===== config.mk =====
export PLATFORM = sky130hd
export DESIGN_NAME = pll_lock_supervisor
export DESIGN_NICKNAME = d
export VERILOG_FILES = /design/src/rtl/pll_lock_supervisor.sv
export SDC_FILE = /design/constraint.sdc
export NUM_CORES = 1
export LEC_CHECK = 0
export ABC_AREA = 1
export ABC_CLOCK_PERIOD_IN_PS = 2160
export CORE_MARGIN = 10
export CORE_UTILIZATION = 65
export CTS_BUF_LIST = sky130_fd_sc_hd__clkbuf_2
export CTS_CLUSTER_SIZE = 12
export DETAILED_ROUTE_END_ITERATION = 16
export DONT_BUFFER_PORTS = 1
export GPL_TIMING_DRIVEN = 0
export MAX_ROUTING_LAYER = met4
export PLACE_DENSITY = 0.84
export SETUP_SLACK_MARGIN = 0.05
export SLEW_MARGIN = 20
export SYNTH_ARGS = -nofsm -noshare
export SYNTH_HDL_FRONTEND = slang
export SYNTH_SLANG_ARGS = --single-unit

===== constraint.sdc =====
create_clock -name clock_in -period 2.16 [get_ports clock_in]
set_input_delay 0.108 -clock clock_in [delete_from_list [all_inputs] [get_ports clock_in]]
set_output_delay 0.108 -clock clock_in [all_outputs]
set_load 0.005 [all_outputs]

===== src/rtl/pll_lock_supervisor.sv =====
// PLL lock supervisor: sequences the PLL reset, qualifies the synchronised
// lock flag, holds downstream logic in reset until lock is stable, retries on
// lock timeout and latches a fault after repeated failures. Runs entirely on
// the PLL reference clock so it never depends on the clock it supervises.
module pll_lock_supervisor #(
    parameter int RESET_PULSE  = 16,
    parameter int LOCK_TIMEOUT = 4800,
    parameter int LOCK_STABLE  = 480,
    parameter int MAX_RETRIES  = 3
) (
    input  logic       clock_in,
    input  logic       reset,
    input  logic       locked,
    input  logic       rearm,
    output logic       pll_resetb,
    output logic       sys_reset,
    output logic       ready,
    output logic       fault,
    output logic [3:0] retry_count,
    output logic [7:0] lock_loss_count
);

    typedef enum logic [2:0] {
        PLL_RESET = 3'd0,
        WAIT_LOCK = 3'd1,
        STABILIZE = 3'd2,
        RUN       = 3'd3,
        FAULT     = 3'd4
    } state_t;

    // Terminal timer values: each phase ends on the cycle the timer hits N-1.
    localparam logic [15:0] RP_LAST = 16'(RESET_PULSE - 1);
    localparam logic [15:0] TO_LAST = 16'(LOCK_TIMEOUT - 1);
    localparam logic [15:0] ST_LAST = 16'(LOCK_STABLE - 1);
    localparam logic [3:0]  MAXR    = 4'(MAX_RETRIES);

    state_t      state_q, state_d;
    logic [15:0] timer_q, timer_d;
    logic [1:0]  sync_q;
    logic [3:0]  retry_q, retry_d;
    logic [7:0]  llc_q, llc_d;
    logic        pll_resetb_q, pll_resetb_d;
    logic        sys_reset_q, sys_reset_d;
    logic        ready_q, ready_d;
    logic        fault_q, fault_d;
    logic        lock_s;

    assign lock_s = sync_q[1];

    // Two-flop synchroniser for the asynchronous PLL locked flag.
    always_ff @(posedge clock_in) begin
        if (reset) sync_q <= 2'b00;
        else       sync_q <= {sync_q[0], locked};
    end

    // Next-state, counter updates and output decode from the next state.
    always_comb begin
        state_d = state_q;
        retry_d = retry_q;
        llc_d   = llc_q;
        unique case (state_q)
            PLL_RESET: begin
                if (timer_q == RP_LAST) state_d = WAIT_LOCK;
            end
            WAIT_LOCK: begin
                if (lock_s) begin
                    state_d = STABILIZE;
                end else if (timer_q == TO_LAST) begin
                    if (retry_q == MAXR) begin
                        state_d = FAULT;
                    end else begin
                        retry_d = retry_q + 4'd1;
                        state_d = PLL_RESET;
                    end
                end
            end
            STABILIZE: begin
                // A dropout restarts the lock wait without consuming a retry.
                if (!lock_s)                  state_d = WAIT_LOCK;
                else if (timer_q == ST_LAST)  state_d = RUN;
            end
            RUN: begin
                if (!lock_s) begin
                    if (llc_q != 8'hFF) llc_d = llc_q + 8'd1;
                    state_d = PLL_RESET;
                end
            end
            FAULT: begin
                if (rearm) begin
                    retry_d = 4'd0;
                    state_d = PLL_RESET;
                end
            end
            default: state_d = PLL_RESET;
        endcase

        // A successful lock forgives earlier timeouts.
        if (state_d == RUN && state_q != RUN) retry_d = 4'd0;

        // Shared timer restarts on any state change; it holds at full scale
        // in RUN/FAULT where it is not compared.
        if (state_d != state_q)     timer_d = 16'd0;
        else if (timer_q == 16'hFFFF) timer_d = timer_q;
        else                        timer_d = timer_q + 16'd1;

        pll_resetb_d = !(state_d == PLL_RESET || state_d == FAULT);
        sys_reset_d  = (state_d != RUN);
        ready_d      = (state_d == RUN);
        fault_d      = (state_d == FAULT);
    end

    // State, timer, counters and registered outputs.
    always_ff @(posedge clock_in) begin
        if (reset) begin
            state_q      <= PLL_RESET;
            timer_q      <= 16'd0;
            retry_q      <= 4'd0;
            llc_q        <= 8'd0;
            pll_resetb_q <= 1'b0;
            sys_reset_q  <= 1'b1;
            ready_q      <= 1'b0;
            fault_q      <= 1'b0;
        end else begin
            state_q      <= state_d;
            timer_q      <= timer_d;
            retry_q      <= retry_d;
            llc_q        <= llc_d;
            pll_resetb_q <= pll_resetb_d;
            sys_reset_q  <= sys_reset_d;
            ready_q      <= ready_d;
            fault_q      <= fault_d;
        end
    end

    assign pll_resetb      = pll_resetb_q;
    assign sys_reset       = sys_reset_q;
    assign ready           = ready_q;
    assign fault           = fault_q;
    assign retry_count     = retry_q;
    assign lock_loss_count = llc_q;

endmodule

==> flow_summary.yaml <==
sta:
  finalClockSkew_ns: 0.02169
  timing.slew.headroom_pct: 72.74
  report.final.slew_viol_count: 0
  tns_ns: 0
  fin_crit_sh_pct: 89.51
  finalHoldViolations: 0
  rsz0062_at_grt: "no"
  setup_viol: 0
  fmax_mhz: 517.2
  fin_crit_ns: 1.933
  fin_hold_ws_ns: 0.03859
  tightest_slew_ns: 0.4089
logic_synthesis:
  netlist-cell-type-count: 31
  synth-warning-count: 0
  ys_seq_elements: 37
  synthesis.area_um2: 2092
  syn_inst: 293
  syn_area_per_cell_um2: 7.140
  synthesis.nets: 300
  yosysSeqAreaShare_pct: 35.41
worst_setup_path:
  crit_path_max_fanout: 5
  arrival_ns: 2.28
  crit_start: "timer_q[0]"
  r2r_start: "timer_q[0]"
  cp-end-kind: "register"
  path_class: "register to register"
  critPathLaunchType: "register"
  required_ns: 2.51
final_layout:
  diodes: 0
  layout_common_cells: "55 x nor2_1, 47 x nand2_1, 37 x dfxtp_1"
  final-seq-area_um2: 740.7
  nNetsFinal: 309
  syn_to_final_growth_pct: 6.758
  fill_cells: 270
  drive_gt1_share_pct: 14.85
  multi_input_area_um2: 1162
  final_common_cell: "nor2_1"
clock_network:
  clk_latency_ns: 0.42
  clock-sinks: 37
  clock_path_buffers: 2
  cts-resized-gates: 0
  cts.reportedPaths.clkPinSlew_ns: 0.20
  cts_tree: "built"
  cts_buffers: 5
  htreeDepth: 2
  cts_setup_buffers: 0
  root_buffer: "clkbuf_2"
global_routing:
  gr-usage-all-layers_pct: 15.65
  grt-ovfl-total: 0
  antenna_found_initial: 0
  grt_pass1_vias: 1719
  grt_max_degree: 13
  grt_pass1_wl_um: 7541
run_status:
  status: "finished, final reports clean"
hold_path:
  min-delay-start: "reset"
  holdCritPathClass: "primary input to register"
detailed_routing:
  via_per_inst: 5.320
  drt_iter0_drc: 88
  firstDrtPassIters: 4
  drc: 0
  antenna_left: 0
  num_vias: 1846
  routed_wl_um: 4340
  wl_per_cell_um: 12.51
placement:
  port-buffer-count: 0
  place_congestion: 0.9149
  place_hpwl_um: 3347
flow_run:
  cap_violations: 0
power_and_ir_drop:
  p_leak_nw: 0.8703
  p_per_area_nw_per_um2: 527.4
  vdd_drop_max_mv: 0.4577
floorplanning:
  die-height_um: 76.73
  die_area_um2: 5887
  core-area_um2: 3078
  fp.dieW_um: 76.73
  rows: 20
  io_pins: 20
  initial_utilization_pct: 67.97
through the flow:
step / area [um2] / power (mW) / worst slack [ns] / std cells / utilization (%)
finish: 2233 / 1.178 / 0.2266 / 347 / 72.56
global route: 2233 / 1.227 / 0.08316 / 347 / 72.56
CTS: 2233 / 1.183 / 0.2640 / 347 / 72.56
detailed placement: 2147 / 0.7543 / 0.2848 / 337 / 69.76
global placement: 2147 / 0.7524 / 0.3397 / 337 / 69.76
floorplan: 2092 / 0.7449 / 0.5497 / 293 / -
sequential cells by signal, indices dropped and copies added (netlist names):
signal and flops:
timer_q 16, lock_loss_count 8, retry_count 4, state_q 3, sync_q 2, fault 1, pll_resetb 1, ready 1
sys_reset 1
cells in the mapped netlist:
library cell	n	area (um2)
o21ai_0	7	35.03
nand4_1	2	12.51
buf_12	1	20.02
nand3b_1	1	7.510
and3_1	1	6.260
a21oi_1	13	65.06
nor2_2	8	50.05
clkbuf_1	1	3.750
o21a_1	1	7.510
xnor2_1	2	17.52
nor3_2	13	130.1
nand2_1	47	176.4
o21bai_1	1	7.510
a31oi_1	2	12.51
nor2_1	55	206.5
a31oi_4	1	21.27
inv_2	5	18.77
nand3_2	3	30.03
inv_1	34	127.6
buf_6	1	11.26
nor3_1	13	65.06
xor2_1	13	113.9
o21ai_2	1	8.760
buf_4	1	7.510
nand3_1	20	100.1
o211ai_1	1	7.510
o31ai_1	1	7.510
ha_1	3	37.54
nand2_2	3	18.77
dfxtp_1	37	740.7
nand3_4	1	17.52
kinds of logic (layout without fill, tap and decap cells):
| logic type | count (synthesis) | in the layout | synth area share (%) |
|---|---|---|---|
| adder cells (fa/ha/maj) | 3 | 3 | 1.794 |
| AO/OA/AOI/OAI | 28 | 28 | 8.254 |
| AND/OR/NAND/NOR | 167 | 167 | 39.24 |
| XOR/XNOR | 15 | 15 | 6.280 |
| buffers and inverters | 43 | 53 | 9.031 |
| flip-flops | 37 | 37 | 35.41 |
routing by layer:
metal	vias to the layer above	global-route usage, %	wire [um]
met4	0	5.948	76
met3	11	4.895	300
met2	41	24.87	2038
met1	840	18.06	1925
li1	954	-	-
met5	-	-	0
what timing repair did:
action                                  4_1_cts  5_1_grt
endpoints found under the setup margin        0        0
endpoints found under the hold margin         3        0
hold buffers                                  2        0
final cells by class:
| class | count | area share [%] |
|---|---|---|
| plain buffers | 4 | 1.905 |
| clock buffers | 5 | 1.120 |
| clock inverters | 3 | 1.849 |
| inverters | 39 | 6.555 |
| multi-input cells | 213 | 52.04 |
| flip-flops and latches | 37 | 33.17 |
| well taps | 44 | 2.465 |
| repair buffers | 2 | 0.8964 |
worst max-delay path: stages (launching register included):
cell,delay [ns]
dfxtp_1,0.43
ha_1,0.23
nand3_2,0.17
nor2_2,0.22
nand3_1,0.23
o21ai_0,0.29
o31ai_1,0.15
nor3_2,0.16
path summary, 6_finish.rpt:
kind	cells after the start	slack (ns)	end
hold reg to reg	2	0.42	sync_q[1]
hold / removal	2	0.04	state_q[0]
setup reg to reg	7	0.23	timer_q[14]
setup / recovery	7	0.23	timer_q[14]
power breakdown:
group          switching [mW]  leakage (nW)  total, mW  internal (mW)
sequential            0.00763         0.299      0.698          0.691
clock                   0.243        0.0366      0.434          0.191
combinational          0.0273         0.535     0.0453         0.0180
(Power assumes the default switching activity.)
